## src/rtl/ft_pkg.sv

```systemverilog
// Definitions shared by the ADC front end, the SPI status logic and the Goertzel bank.
// The capture FSM encoding and the offset-binary zero code live here.
package ft_pkg;

    typedef enum logic [1:0] {
        CAP_IDLE  = 2'd0,
        CAP_ARMED = 2'd1,
        CAP_RUN   = 2'd2,
        CAP_DONE  = 2'd3
    } cap_state_t;

    localparam int               ADC_DW   = 8;
    localparam logic [ADC_DW-1:0] ADC_ZERO = 8'h80;

    // STATUS register bit reporting that a capture run has completed.
    localparam logic [7:0] STATUS_CAP_DONE_MASK = 8'h01;

endpackage

```

## src/rtl/sync_edge.sv

```systemverilog
// N-flop synchroniser for an asynchronous level plus a registered rising-edge flag.
// The level and rise outputs change on the same clock edge, so a consumer sees both together.
module sync_edge #(
    parameter int STAGES = 2
) (
    input  logic clk,
    input  logic rstn,
    input  logic srst,
    input  logic d,
    output logic level,
    output logic rise
);

    // A single flop is not a synchroniser; clamp to two stages.
    localparam int N = (STAGES < 2) ? 2 : STAGES;

    logic [N-1:0] sync_q;
    logic [N-1:0] sync_d;
    logic         rise_q;
    logic         rise_d;

    // Shift chain and edge flag; the edge is taken from the value about to enter the last stage.
    always_comb begin
        if (srst) begin
            sync_d = {N{1'b0}};
            rise_d = 1'b0;
        end else begin
            sync_d = {sync_q[N-2:0], d};
            rise_d = sync_q[N-2] & ~sync_q[N-1];
        end
    end

    // State registers.
    always_ff @(posedge clk or negedge rstn) begin
        if (!rstn) begin
            sync_q <= {N{1'b0}};
            rise_q <= 1'b0;
        end else begin
            sync_q <= sync_d;
            rise_q <= rise_d;
        end
    end

    assign level = sync_q[N-1];
    assign rise  = rise_q;

endmodule

```

## src/rtl/sample_capture.sv

```systemverilog
// ADC capture stage: synchronises adc_en, converts offset-binary samples to signed fixed point
// and streams exactly num_samp samples per run to the Goertzel bank with done/busy status.
module sample_capture
    import ft_pkg::*;
#(
    parameter int DW_IN       = 8,
    parameter int DW_OUT      = 16,
    parameter int CNT_W       = 16,
    parameter int SYNC_STAGES = 2
) (
    input  logic              clk,
    input  logic              rstn,
    input  logic              soft_rst,
    input  logic              start,
    input  logic              mode,
    input  logic [CNT_W-1:0]  num_samp,
    input  logic              adc_en,
    input  logic [DW_IN-1:0]  adc_data,
    output logic [DW_OUT-1:0] s_data,
    output logic              s_valid,
    output logic              s_last,
    output logic              busy,
    output logic              done,
    output logic [CNT_W-1:0]  samp_cnt
);

    localparam logic [DW_IN-1:0] ZERO_CODE = DW_IN'(ADC_ZERO) << (DW_IN - ADC_DW);

    // Flipping the MSB maps offset binary onto two's complement; then left-align into DW_OUT.
    function automatic logic [DW_OUT-1:0] to_signed(input logic [DW_IN-1:0] raw);
        return DW_OUT'(raw ^ ZERO_CODE) << (DW_OUT - DW_IN);
    endfunction

    logic [1:0]        rst_sync_q;
    logic [1:0]        rst_sync_d;
    logic              rst_n_int;
    logic              en_level_s;
    logic              en_rise_s;
    logic              take_s;

    cap_state_t        state_q;
    cap_state_t        state_d;
    logic [CNT_W-1:0]  num_q;
    logic [CNT_W-1:0]  num_d;
    logic              mode_q;
    logic              mode_d;
    logic [CNT_W-1:0]  cnt_q;
    logic [CNT_W-1:0]  cnt_d;
    logic [DW_OUT-1:0] data_q;
    logic [DW_OUT-1:0] data_d;
    logic              valid_q;
    logic              valid_d;
    logic              last_q;
    logic              last_d;
    logic              busy_q;
    logic              busy_d;
    logic              done_q;
    logic              done_d;

    // Reset release is re-timed to clk so every flop leaves reset on the same edge.
    always_comb begin
        rst_sync_d = {rst_sync_q[0], 1'b1};
    end

    // Reset synchroniser: asserts immediately with rstn, deasserts two clocks later.
    always_ff @(posedge clk or negedge rstn) begin
        if (!rstn) begin
            rst_sync_q <= 2'b00;
        end else begin
            rst_sync_q <= rst_sync_d;
        end
    end

    assign rst_n_int = rst_sync_q[1];

    sync_edge #(
        .STAGES (SYNC_STAGES)
    ) u_en_sync (
        .clk   (clk),
        .rstn  (rst_n_int),
        .srst  (soft_rst),
        .d     (adc_en),
        .level (en_level_s),
        .rise  (en_rise_s)
    );

    // Capture FSM, sample counter and stream outputs.
    always_comb begin
        state_d = state_q;
        num_d   = num_q;
        mode_d  = mode_q;
        cnt_d   = cnt_q;
        data_d  = data_q;
        valid_d = 1'b0;
        last_d  = 1'b0;
        busy_d  = (state_q == CAP_ARMED) || (state_q == CAP_RUN);
        done_d  = (state_q == CAP_DONE);
        take_s  = 1'b0;

        case (state_q)
            CAP_IDLE: begin
                if (start) begin
                    num_d  = num_samp;
                    mode_d = mode;
                    cnt_d  = {CNT_W{1'b0}};
                    if (num_samp == {CNT_W{1'b0}}) begin
                        state_d = CAP_DONE;
                    end else begin
                        state_d = CAP_ARMED;
                    end
                end else begin
                    state_d = CAP_IDLE;
                end
            end
            // Only a fresh edge may open a run, whatever the mode, so it never starts mid-strobe.
            CAP_ARMED: take_s = en_rise_s;
            CAP_RUN:   take_s = mode_q ? en_level_s : en_rise_s;
            CAP_DONE:  state_d = CAP_IDLE;
            default:   state_d = CAP_IDLE;
        endcase

        // cnt_q is always below num_q here, so the increment cannot wrap even at the maximum count.
        if (take_s) begin
            valid_d = 1'b1;
            data_d  = to_signed(adc_data);
            cnt_d   = cnt_q + CNT_W'(1);
            if ((cnt_q + CNT_W'(1)) == num_q) begin
                last_d  = 1'b1;
                state_d = CAP_DONE;
            end else begin
                state_d = CAP_RUN;
            end
        end else begin
            data_d = data_q;
        end

        if (soft_rst) begin
            state_d = CAP_IDLE;
            num_d   = {CNT_W{1'b0}};
            mode_d  = 1'b0;
            cnt_d   = {CNT_W{1'b0}};
            data_d  = {DW_OUT{1'b0}};
            valid_d = 1'b0;
            last_d  = 1'b0;
            busy_d  = 1'b0;
            done_d  = 1'b0;
        end else begin
            busy_d = busy_d;
        end
    end

    // State and output registers.
    always_ff @(posedge clk or negedge rst_n_int) begin
        if (!rst_n_int) begin
            state_q <= CAP_IDLE;
            num_q   <= {CNT_W{1'b0}};
            mode_q  <= 1'b0;
            cnt_q   <= {CNT_W{1'b0}};
            data_q  <= {DW_OUT{1'b0}};
            valid_q <= 1'b0;
            last_q  <= 1'b0;
            busy_q  <= 1'b0;
            done_q  <= 1'b0;
        end else begin
            state_q <= state_d;
            num_q   <= num_d;
            mode_q  <= mode_d;
            cnt_q   <= cnt_d;
            data_q  <= data_d;
            valid_q <= valid_d;
            last_q  <= last_d;
            busy_q  <= busy_d;
            done_q  <= done_d;
        end
    end

    assign s_data   = data_q;
    assign s_valid  = valid_q;
    assign s_last   = last_q;
    assign busy     = busy_q;
    assign done     = done_q;
    assign samp_cnt = cnt_q;

endmodule
```

## config.mk

```make
export PLATFORM = sky130hd
export DESIGN_NAME = sample_capture
export DESIGN_NICKNAME = d
export VERILOG_FILES = /design/src/rtl/ft_pkg.sv /design/src/rtl/sync_edge.sv /design/src/rtl/sample_capture.sv
export SDC_FILE = /design/constraint.sdc
export NUM_CORES = 1
export LEC_CHECK = 0
export ABC_CLOCK_PERIOD_IN_PS = 2100
export CAP_MARGIN = 20
export CORE_UTILIZATION = 50
export DETAILED_ROUTE_END_ITERATION = 16
export GPL_TIMING_DRIVEN = 1
export PLACE_DENSITY_LB_ADDON = 0.2
export SLEW_MARGIN = 25
export SYNTH_ARGS = -nofsm -noshare
export SYNTH_HDL_FRONTEND = slang
export SYNTH_SLANG_ARGS = --single-unit
export TNS_END_PERCENT = 5
```

## constraint.sdc

```tcl
create_clock -name clk -period 2.1 [get_ports clk]
set_input_delay 0.42 -clock clk [delete_from_list [all_inputs] [get_ports clk]]
set_output_delay 0.42 -clock clk [all_outputs]
set_load 0.01 [all_outputs]
```

==> Word-level counts from Yosys, hierarchy flattened <==
Cells that the tools add are included.
{ "classes": {"addsub": 1, "n_eq_ne": 4, "mux": 29, "bitwise": 3, "n_reduce_logical": 11} }
{ "op_table": {"columns": ["cell", "count"], "rows": [
  ["$mux W16", 9],
  ["$add A16 B1 Y16 const B", 1],
  ["$eq A16 B16 Y1", 1],
  ["$logic_not A16 Y1", 1],
  ["$mux W1", 13],
  ["$mux W2", 5],
  ["$reduce_bool A2 Y1", 3],
  ["$reduce_bool A3 Y1", 2],
  ["$eq A2 B2 Y1 const B", 2],
  ["$pmux W2 S2", 1],
  ["$reduce_and A2 Y1", 2],
  ["$reduce_bool A4 Y1", 1],
  ["$eq A2 B1 Y1 const B", 1],
  ["$logic_not A2 Y1", 1],
  ["$not A1 Y1", 2],
  ["$pmux W1 S2", 1],
  ["$and A1 B1 Y1", 1],
  ["$logic_or A1 B1 Y1", 1]
]} }
{ "word_totals": {"register_bits": 60, "inputBits": 30, "out_inout_bits": 36} }

==> Logic depth before layout (Yosys ltp) <==
Gate-level depths: netlist (run 1).
{ "depth": {"ltp_word": 6, "ltp_mapped": 9, "ltp_nobuf": 8} }

==> Cells and area by module <==
A second synthesis (run 1) with hierarchy kept.
{ "unflattened": {"hier_cells": 256, "area_unflattened_um2": 2671.3} }
{ "modules_own_cells": {"columns": ["mod", "n_inst", "cells_per_inst", "area_each_um2", "seq_area_each_um2"], "rows": [
  ["sample_capture", 1, 250, 2571.2, 1226.2],
  ["sync_edge", 1, 6, 100.1, 75.1]
]} }

==> Least setup slack after synthesis (run 1) <==
Ideal clock, no wire load.
{ "synth_path": {"path_type": "register -> register", "startpoint": "register cnt_q[0] (netlist: samp_cnt[0])", "endpoint": "register state_q[0]", "t_arrival_ns": 2.116, "t_required_ns": 2.034, "setup_slack_ns": -0.081, "stages_incl_launch_ff": 8, "path_buffers": 0, "period_less_slack_ns": 2.181, "cell_sequence": "dfrtp_1 > ha_1 > and3_4 > and3_4 > xnor2_1 > or4_4 > nor4_4 > a31o_1"} }
{ "synth_between": {"elab_chain_cells": 5} }
{ "synth_rtl": {"columns": ["item", "line", "rtl"], "rows": [
  ["start: declaration", "sample_capture.sv:47", "logic [CNT_W-1:0] cnt_q;"],
  ["start signal: assignment", "sample_capture.sv:158", "cnt_q <= {CNT_W{1'b0}};"],
  ["start signal: assignment", "sample_capture.sv:168", "cnt_q <= cnt_d;"],
  ["$add A16 B1 Y16", "sample_capture.sv:127", "if ((cnt_q + CNT_W'(1)) == num_q) begin"],
  ["$eq A16 B16 Y1", "sample_capture.sv:127", null],
  ["$mux W1", "sample_capture.sv:127", null],
  ["$mux W2", "sample_capture.sv:123", "if (take_s) begin"],
  ["$mux W2", "sample_capture.sv:137", "if (soft_rst) begin"],
  ["end signal: assignment", "sample_capture.sv:165", "state_q <= state_d;"],
  ["end: declaration", "sample_capture.sv:41", "cap_state_t state_q;"]
]} }
Every way passes these cells.
A chain may end at the register's enable or synchronous reset.

==> Worst setup path in the final report (run 1) <==
{ "layout_path": {"startpoint": "register state_q[0]", "endpoint": "register state_q[0]"} }
{ "layout_between": {"elab_chain_cells": 4, "word_cells_on_any_way": 9} }
{ "layout_rtl": {"columns": ["item", "line", "rtl"], "rows": [
  ["$eq A2 B2 Y1, or another cell as far along", "sample_capture.sv:100", "case (state_q)"],
  ["$pmux W2 S2 / $pmux W1 S2 (equally long branches)", "sample_capture.sv:100", null],
  ["$mux W2", "sample_capture.sv:123", null],
  ["$mux W2", "sample_capture.sv:137", null]
]} }
Several ways; a longest one is shown, not always the timed one.

==> results of run 1 <==
[through the flow]
step           power (uW)  hold slack, ns  util, %  setup slack (ns)
2_1_floorplan        1200           0.124        -           0.00532
3_3_place_gp         1290           0.248     68.2            0.0286
3_5_place_dp         1300           0.246     68.2           -0.0278
4_1_cts              1850           0.254     70.4            0.0247
5_1_grt              1920           0.271     71.1           -0.0341
6_report             1830           0.237     71.1            0.0521
[layout by cell type (no fill, tap or decap), types with 4 or more instances in the layout]
master and count:
nand3_1 8, a22o_1 19, conb_1 9, dfrtp_1 49, nor2_1 15, nand4_1 6
o21ai_0 23, nor2b_1 7, nor4_1 6, mux2i_1 4, buf_4 25, xnor2_1 18
nand2_1 30, clkdlybuf4s50_1 57, xor2_1 6, inv_1 4, o31ai_1 6, clkbuf_8 5
a21oi_1 12
[routing by layer]
layer	track usage [%]	vias to the layer above
li1	-	1134
met2	42.0	78
met4	7.69	0
met5	0	-
met3	3.83	10
met1	31.8	1163
[kinds of logic (layout without fill, tap and decap cells)]
kind of cell | after synthesis | after routing
adder cells (fa/ha/maj) | 5 | 5
flip-flops | 52 | 52
buffers and inverters | 28 | 100
other | 2 | 9
AO/OA/AOI/OAI | 71 | 71
XOR/XNOR | 24 | 24
multiplexers | 5 | 5
AND/OR/NAND/NOR | 94 | 94
[sequential cells by signal (all words and copies together), names as in the netlist, 2 cells and up]
register	cells
state_q	2
u_en_sync.sync_q	2
samp_cnt	16
num_q	16
rst_sync_q	2
s_data	8
[where the power goes]
part | internal, uW | leakage (uW) | switching (uW)
Clock | 235 | 0.0000422 | 315
Sequential | 1030 | 0.000705 | 29.8
Combinational | 120 | 0.000815 | 107
[worst max-delay path by stage]
stage	end	cells after the start	from	slack (ns)
after global placement	state_q[0]	7	samp_cnt[0]	0.03
after global routing	samp_cnt[3]	9	state_q[0]	-0.03
after detailed placement	state_q[0]	8	state_q[0]	-0.03
final	state_q[0]	8	state_q[0]	0.05
after CTS	state_q[0]	8	state_q[0]	0.02
after floorplan	state_q[0]	7	samp_cnt[0]	0.005
[area by class of cell]
class	count	area (um2)
clock buffer	7	76.3
clock inverter	1	5.00
fill	414	1510
inverter	7	26.3
multi-input combinational	208	1400
sequential	52	1310
tap	70	87.6
timing repair buffer	85	801
[critical path, cell delays in order, from the launching register on]
cell     delay (ns)
dfrtp_1        0.41
inv_2          0.11
ha_4           0.15
nor2b_4        0.12
o21ai_1        0.09
and2_4         0.16
or4_4          0.49
nor4_4         0.27
a31o_1         0.18
[repair_timing]
action / 4_1_cts / 5_1_grt
resized for setup: 9 / 5
buffers inserted: 0 / 1
setup endpoints to repair: 2 / 7
pin swaps: 3 / 4
gates cloned: 0 / 0
==> key figures, run 1 <==
Drt
  • Count of TritonRoute iterations in the first routing pass: 4
  • Antenna viol nets, final: 0
  • WL/cell: 15.6 um
  • Via count: 2385
  • Drt drc: 0
  • Vias per cell: 5.55
  • Met1 Wirelength: 2.93 mm
  • Met2 wire len: 3.32 mm
  • DRT Wirelength: 6.70 mm
  • DR iter-0 viols: 145
  • Highest metal layer with signal wires: met4
  • DR WL met3: 326 um

STA
  • Slew HR: 55.0%
  • Tcrit/Tclk final: 97.5%
  • Max Slew Vio Count: 0
  • Fin Setup TNS: 0 ns
  • Final Skew: 0.00734 ns
  • Fmax achieved: 488 MHz
  • Clock period minus worst slack: 2.05 ns
  • Finish-stage setup viols: 0
  • RSZ-0062 raised after global routing: yes
  • Worst slew pin tran: 0.675 ns
  • Final Hold Viols: 0

Worst setup path
  • Reg2reg setup slack: 0.05 ns
  • Worst EP required: 2.34 ns
  • Critical Path Source Type: register
  • Critical R2R Launch: state_q[0]
  • Critical Path AT: 2.29 ns
  • Worst-path fanout max: 3
  • Worst flop-to-flop path endpoint: state_q[0]
  • CP Capture Type: register
  • WS Path Type: register to register
  • R2r worst-path depth: 8

Cells and area
  • Layout cells sized above 1: 15.3%
  • Syn-to-layout area delta: 34.4%
  • Final non-filler cell total: 430
  • Final cell area excluding filler cells: 0.00370 mm2
  • Final nets: 394
  • Antenna diode count: 0

Floorplan
  • Site row count: 26
  • Die area: 0.00580 mm2
  • Core area: 0.00520 mm2
  • Die height: 76.2 um
  • Initial Util: 52.9%
  • Die X: 76.2 um
  • I/O pins: 66

CTS
  • Bufs on Longest Clock Path: 2
  • CTS tree: yes
  • Cts hold-fix bufs: 0
  • CTS buffer count: 5
  • Clock-pin transition on the worst setup and hold timing paths: 0.09 ns
  • H-tree Lvls: 2
  • CTS root buf: clkbuf_8
  • Clock Sinks: 52
  • Clk_lat worst skew: 0.30 ns

Placement
  • DP Cell Count: 421
  • Dpl cell area: 0.00355 mm2
  • DP Wirelength: 5.00 mm
  • IO Port Bufs: 57
  • GP Congestion: 0.865

Synth
  • Ys flop type: dfrtp_1
  • Largest family of logic cells by synthesized area: simple AND/OR/NAND/NOR gates
  • Top cell type's share of synthesized area: 47.3%
  • Largest cells by area after synthesis: dfrtp_1 (47%), a22o_1 (6.0%), xnor2_1 (5.7%), o21ai_0 (4.4%), nand2_1 (4.1%)
  • List of most frequent post-synthesis cells: dfrtp_1 (52), nand2_1 (30), o21ai_0 (24)
  • Mux share of post-synthesis cell area: 1.86%
  • Fraction of registers with async set/reset: 100%
  • Distinct cells, synth: 42
  • Mapped Area: 0.00275 mm2
  • Syn Inst Count: 281
  • Most frequent cell after synthesis: dfrtp_1
  • YS warnings: 0
  • Post-synthesis sequential area ratio: 47.3%
  • XOR/XNOR Fraction of Synth Area: 7.64%
  • Number of flops mapped to enable cells by yosys: 0
  • Area share of and/or/nand/nor cells after synthesis: 18.5%
  • Area leader, netlist: dfrtp_1
  • Synth Area in Adders: 2.27%
  • Mean Syn Cell Area: 9.79 um2
  • Compound-Gate Fraction of Synth Area: 17.0%
  • #FFs+latches synth: 52

Run status
  • Status: finished clean

Power
  • PD cells: 496 mW/mm2
  • Largest vdd supply drop: 0.365 mV
  • Leakage: 0.00156 uW

Global routing
  • GRT overflow: 0
  • Largest net degree at the start of global routing: 23
  • Gr usage total: 24.5%
  • First-pass GRT wire length: 11.1 mm
  • Initial antenna violation count: 0
  • Vias in the first global route: 2276

Flow run
  • Max-cap viol count: 0

Hold path
  • Hold Crit Class: register to async pin
No activity file was read; power rests on OpenSTA's default activity.
==> run 2, diff against run 1 <==
--- a/config.mk
+++ b/config.mk
@@ -7,6 +7,7 @@
 export LEC_CHECK = 0
 export ABC_CLOCK_PERIOD_IN_PS = 2100
 export CAP_MARGIN = 20
+export CORE_MARGIN = 2
 export CORE_UTILIZATION = 50
 export DETAILED_ROUTE_END_ITERATION = 16
 export GPL_TIMING_DRIVEN = 1
==> run 2 against run 1 <==
Core utilization shrank 2.0 points; critical path depth is the same; combinational power grew 4%; sequential cell count is the same; worst hold slack gained 0.020 ns; wire length shrank 0.15%; sequential share of layout area shrank 0.24 points; critical endpoint unchanged; fmax grew 0.25%; largest cell class unchanged.
==> key figures, run 2 (synthesized netlist as in run 1, its figures left out) <==
Cells and area
  • Commonest non-fill, non-tap cell in the layout: clkdlybuf4s50_1
  • Final non-filler cell total: 433 (+0.70%)
  • Layout cells sized above 1: 17.7% (+2.5 points)
  • Multi-input gate area in the final layout: 0.00143 mm2 (+2.0%)
  • Final cell area excluding filler cells: 0.00373 mm2 (+0.98%)
  • FF/Latch Area: 0.00131 mm2 (+0.29%)
  • Fillcell total: 448 (+8.2%)
  • Final nets: 395 (+0.25%)
  • Antenna diode count: 0 (unchanged)
  • Most frequent cells in the layout: clkdlybuf4s50_1 (57), dfrtp_1 (46), nand2_1 (30)
  • Post-layout util: 69.1% (-2.0 points)
  • Syn-to-layout area delta: 35.7%

Hold path
  • Hold Crit Class: input pin to async pin

Placement
  • GP Congestion: 0.857 (-0.92%)
  • DP Cell Count: 420 (-0.24%)
  • IO Port Bufs: 57 (unchanged)
  • DP Wirelength: 4.68 mm (-6.4%)
  • Dpl cell area: 0.00352 mm2 (-0.92%)

Global routing
  • First-pass GRT wire length: 10.7 mm (-3.7%)
  • Vias in the first global route: 2203 (-3.2%)
  • GRT overflow: 0 (unchanged)
  • Largest net degree at the start of global routing: 51 (+120%)
  • Initial antenna violation count: 0 (unchanged)
  • Gr usage total: 22.4% (-2.1 points)

Power
  • Internal power: 1410 uW (+2.2%)
  • Switching part of the total: 24.9% (+0.34 points)
  • Combinational power share: 12.5% (about the same)
  • Clock share of power: 31.6% (+1.6 points)
  • Switching pwr: 470 uW (+4.1%)
  • Largest vdd supply drop: 0.403 mV (+11%)
  • PD cells: 504 mW/mm2 (+1.7%)
  • Part of the power in registers: 55.8% (-1.9 points)
  • Leakage: 0.00158 uW (+1.1%)

Worst setup path
  • Worst-path fanout max: 3 (unchanged)
  • Critical R2R Launch: state_q[0]
  • Critical Path Source Type: register
  • R2r worst-path depth: 8 (unchanged)
  • Critical Path AT: 2.30 ns (about the same)
  • WS Path Type: register to register
  • Reg2reg setup slack: 0.06 ns (about the same)
  • Worst flop-to-flop path endpoint: state_q[0]
  • CP Capture Type: register
  • Worst EP required: 2.36 ns (+0.02 ns)

CTS
  • Cts hold-fix bufs: 0 (unchanged)
  • CTS tree: yes
  • CTS root buf: clkbuf_8
  • Bufs on Longest Clock Path: 2 (unchanged)
  • H-tree Lvls: 2 (unchanged)
  • Clock-pin transition on the worst setup and hold timing paths: 0.09 ns (about the same)
  • Clock Sinks: 52 (unchanged)
  • Clk_lat worst skew: 0.31 ns (about the same)
  • CTS buffer count: 5 (unchanged)

Drt
  • DR iter-0 viols: 192 (+32%)
  • DRT Wirelength: 6.69 mm (-0.15%)
  • Drt drc: 0 (unchanged)
  • Vias per cell: 5.46 (-1.5%)
  • Count of TritonRoute iterations in the first routing pass: 4 (unchanged)
  • WL/cell: 15.4 um (-0.84%)
  • Via count: 2366 (-0.80%)
  • Antenna viol nets, final: 0 (unchanged)

Floorplan
  • Initial Util: 50.9% (-2.0 points)
  • Site row count: 27 (+3.8%)
  • I/O pins: 66 (unchanged)
  • Die X: 78.2 um (+2.6%)
  • Core area: 0.00541 mm2 (+3.8%)
  • Die area: 0.00611 mm2 (+5.3%)
  • Die height: 78.2 um (+2.6%)

STA
  • Finish-stage setup viols: 0 (unchanged)
  • Fmax achieved: 490 MHz (+0.25%)
  • Final Skew: 0.00540 ns (-0.00194 ns)
  • Clock period minus worst slack: 2.04 ns (-0.00514 ns)
  • Max Slew Vio Count: 0 (unchanged)
  • Tcrit/Tclk final: 97.3% (-0.24 points)
  • Slew HR: 57.3% (+2.3 points)
  • Worst slew pin tran: 0.640 ns (-0.0347 ns)
  • Final Hold Viols: 0 (unchanged)
  • Fin Hold WS: 0.257 ns (+0.0203 ns)

Run status
  • Status: finished clean

Flow run
  • Max-cap viol count: 0 (unchanged)
[run 2: cell types whose count changed in the layout (fill, tap and decap cells not counted), sizes merged]
| cell | before | now |
|---|---|---|
| buf | 28 | 29 |
| clkinv | 2 | 3 |
| clkbuf | 7 | 6 |
[run 2: layout make-up]
class	count	area share, %
clock buffers	6	2.21
repair buffers	86	21.2
inverters	7	0.704
clock inverters	2	0.268
flip-flops and latches	52	35.0
multi-input cells	208	38.2
well taps	72	2.41
[run 2: metal layers]
layer	track usage, %	wire length, um	up-vias
met5	0	0	-
met4	6.14	114	0
met3	4.94	375	13
met2	35.1	3170	77
met1	31.5	3020	1134
li1	-	-	1142
[run 2: worst max-delay path: stages, from the launching register on]
cell,delay (ns)
dfrtp_1,0.40
inv_2,0.09
ha_4,0.14
nor2b_4,0.15
o21ai_2,0.08
and2_4,0.14
or4_4,0.54
nor4_4,0.27
a31o_1,0.17
[run 2: how the worst max path moves through the flow]
stage,from,slack (ns),end
after floorplan,samp_cnt[0],0.005,state_q[0]
after global placement,state_q[0],0.04,state_q[0]
after detailed placement,state_q[0],-0.02,state_q[0]
after CTS,state_q[0],0.008,state_q[0]
after global routing,state_q[0],-0.03,samp_cnt[11]
final,state_q[0],0.06,state_q[0]
[run 2: repair_timing]
action | 4_1_cts | 5_1_grt
pin swaps | 3 | 8
endpoints found under the setup margin | 2 | 2
buffers inserted | 1 | 4
gates resized for setup | 4 | 18
[run 2: power groups by stage]
stage,clock (uW),sequential (uW),combinational (uW)
2_1_floorplan,0,1080,118
3_3_place_gp,0,1070,218
3_5_place_dp,0,1070,221
4_1_cts,610,1050,228
5_1_grt,650,1060,258
6_report,596,1050,236
[run 2: through the flow]
stage | total power [uW] | setup WS, ns | TNS (ns)
after floorplan | 1200 | 0.00532 | 0
after global placement | 1290 | 0.0366 | 0
after detailed placement | 1290 | -0.0160 | -0.0160
after CTS | 1890 | 0.00835 | 0
after global routing | 1960 | -0.0251 | -0.0652
final | 1880 | 0.0573 | 0
==> run 3, diff against run 2 <==
--- a/config.mk
+++ b/config.mk
@@ -11,6 +11,7 @@
 export CORE_UTILIZATION = 50
 export DETAILED_ROUTE_END_ITERATION = 16
 export GPL_TIMING_DRIVEN = 1
+export MAX_ROUTING_LAYER = met4
 export PLACE_DENSITY_LB_ADDON = 0.2
 export SLEW_MARGIN = 25
 export SYNTH_ARGS = -nofsm -noshare
==> run 3 against run 2 <==
Sequential share of layout area stayed put; via count is 0.17% lower; clock power is 1% lower; sequential cell count stayed put; cell count stayed put; largest cell class unchanged.
==> key figures, run 3 (synthesized netlist as in run 1, its figures left out) <==
Global routing
  • Vias in the first global route: 2204 (+0.045%)
  • First-pass GRT wire length: 10.6 mm (-0.13%)
  • GRT overflow: 0 (unchanged)
  • Initial antenna violation count: 0 (unchanged)
  • Gr usage total: 23.0% (+0.60 points)
  • Largest net degree at the start of global routing: 51 (unchanged)

STA
  • Fmax achieved: 490 MHz (+0.16%)
  • Fin Setup TNS: 0 ns (unchanged)
  • Finish-stage setup viols: 0 (unchanged)
  • Tcrit/Tclk final: 97.1% (-0.16 points)
  • Worst slew pin tran: 0.654 ns (+0.0143 ns)
  • Slew HR: 56.4% (-0.95 points)
  • Final Hold Viols: 0 (unchanged)
  • Clock period minus worst slack: 2.04 ns (-0.00333 ns)
  • Max Slew Vio Count: 0 (unchanged)
  • Fin Hold WS: 0.258 ns (+0.00154 ns)
  • Final Skew: 0.00720 ns (+0.00180 ns)

Floorplan
  • Die X: 78.2 um (unchanged)
  • Core area: 0.00541 mm2 (unchanged)
  • Die area: 0.00611 mm2 (unchanged)
  • Die height: 78.2 um (unchanged)
  • Site row count: 27 (unchanged)
  • I/O pins: 66 (unchanged)
  • Initial Util: 50.9% (unchanged)

CTS
  • Bufs on Longest Clock Path: 2 (unchanged)
  • Clock Sinks: 52 (unchanged)
  • CTS root buf: clkbuf_8
  • H-tree Lvls: 2 (unchanged)
  • Clk_lat worst skew: 0.31 ns (about the same)
  • Clock-pin transition on the worst setup and hold timing paths: 0.09 ns (about the same)
  • CTS tree: yes
  • CTS buffer count: 5 (unchanged)

Hold path
  • Hold Crit Class: input pin to async pin

Drt
  • WL/cell: 15.4 um (-0.57%)
  • Drt drc: 0 (unchanged)
  • Via count: 2362 (-0.17%)
  • Antenna viol nets, final: 0 (unchanged)
  • Count of TritonRoute iterations in the first routing pass: 4 (unchanged)
  • DRT Wirelength: 6.65 mm (-0.57%)
  • DR iter-0 viols: 160 (-17%)
  • Vias per cell: 5.45 (-0.17%)

Worst setup path
  • Worst-path fanout max: 3 (unchanged)
  • Worst EP required: 2.35 ns (about the same)
  • Critical Path AT: 2.29 ns (about the same)
  • R2r worst-path depth: 8 (unchanged)
  • WS Path Type: register to register
  • Worst flop-to-flop path endpoint: state_q[0]
  • Critical Path Source Type: register
  • CP startpoint: state_q[0]
  • CP Capture Type: register
  • CP endpoint: state_q[0]
  • Reg2reg setup slack: 0.06 ns (about the same)
  • Critical R2R Launch: state_q[0]

Power
  • Power Total: 1880 uW (-0.40%)
  • Leakage: 0.00158 uW (unchanged)
  • PD cells: 502 mW/mm2 (-0.40%)
  • Largest vdd supply drop: 0.402 mV (-0.31%)

Cells and area
  • Antenna diode count: 0 (unchanged)
  • Syn-to-layout area delta: 35.7% (unchanged)
  • Commonest non-fill, non-tap cell in the layout: clkdlybuf4s50_1
  • Final non-filler cell total: 433 (unchanged)
  • Most frequent cells in the layout: clkdlybuf4s50_1 (57), dfrtp_1 (46), nand2_1 (30)
  • Final nets: 395 (unchanged)
  • Layout cells sized above 1: 17.7% (unchanged)

Placement
  • DP Wirelength: 4.68 mm (unchanged)
  • GP Congestion: 0.871 (+1.6%)
  • DP Cell Count: 420 (unchanged)
  • IO Port Bufs: 57 (unchanged)

Run status
  • Status: finished clean

Flow run
  • Max-cap viol count: 0 (unchanged)
run 3: through the flow:
step | util, % | area [um2] | worst slack, ns
after floorplan | - | 2790 | 0.00532
after global placement | 65.1 | 3520 | 0.0366
after detailed placement | 65.1 | 3520 | -0.0160
after CTS | 67.2 | 3630 | 0.00835
after global routing | 69.1 | 3730 | -0.0251
final | 69.1 | 3730 | 0.0606
run 3: area by class of cell:
| class | count | area, um2 |
|---|---|---|
| Clock buffer | 6 | 82.6 |
| Clock inverter | 2 | 10.0 |
| Fill cell | 448 | 1670 |
| Inverter | 7 | 26.3 |
| Multi-Input combinational cell | 208 | 1430 |
| Sequential cell | 52 | 1310 |
| Tap cell | 72 | 90.1 |
| Timing Repair Buffer | 86 | 792 |
run 3: worst min path at each step:
stage / from / endpoint / slack [ns]
global placement: rst_sync_q[0] / rst_sync_q[1] / 0.34
detailed placement: rst_sync_q[0] / rst_sync_q[1] / 0.35
finish: rstn / rst_sync_q[1] / 0.26
floorplan: rstn / rst_sync_q[0] / 0.12
global route: rstn / rst_sync_q[1] / 0.26
CTS: rstn / rst_sync_q[0] / 0.26
run 3: per-layer routing:
metal / global-route usage (%) / vias to the layer above / routed length [um]
met4: 6.14 / 0 / 116
met1: 31.5 / 1125 / 3000
li1: - / 1143 / -
met2: 35.3 / 80 / 3120
met3: 4.60 / 14 / 412
met5: - / - / 0
run 3: critical path: stages, from the launching register on:
cell,delay (ns)
dfrtp_1,0.40
inv_2,0.09
ha_4,0.14
nor2b_4,0.15
o21ai_2,0.08
and2_4,0.14
or4_4,0.54
nor4_4,0.27
a31o_1,0.17
run 3: report_power, final:
group | switching [uW] | internal [uW]
Sequential | 24.0 | 1030
Clock | 325 | 264
Combinational | 114 | 122
Total | 463 | 1410
run 3: what timing repair did:
item | CTS | global route
cloned | 0 | 0
pin swaps | 3 | 8
gates resized for setup | 4 | 18
setup buffers | 1 | 4
hold buffers | 0 | 0
endpoints found under the setup margin | 2 | 2
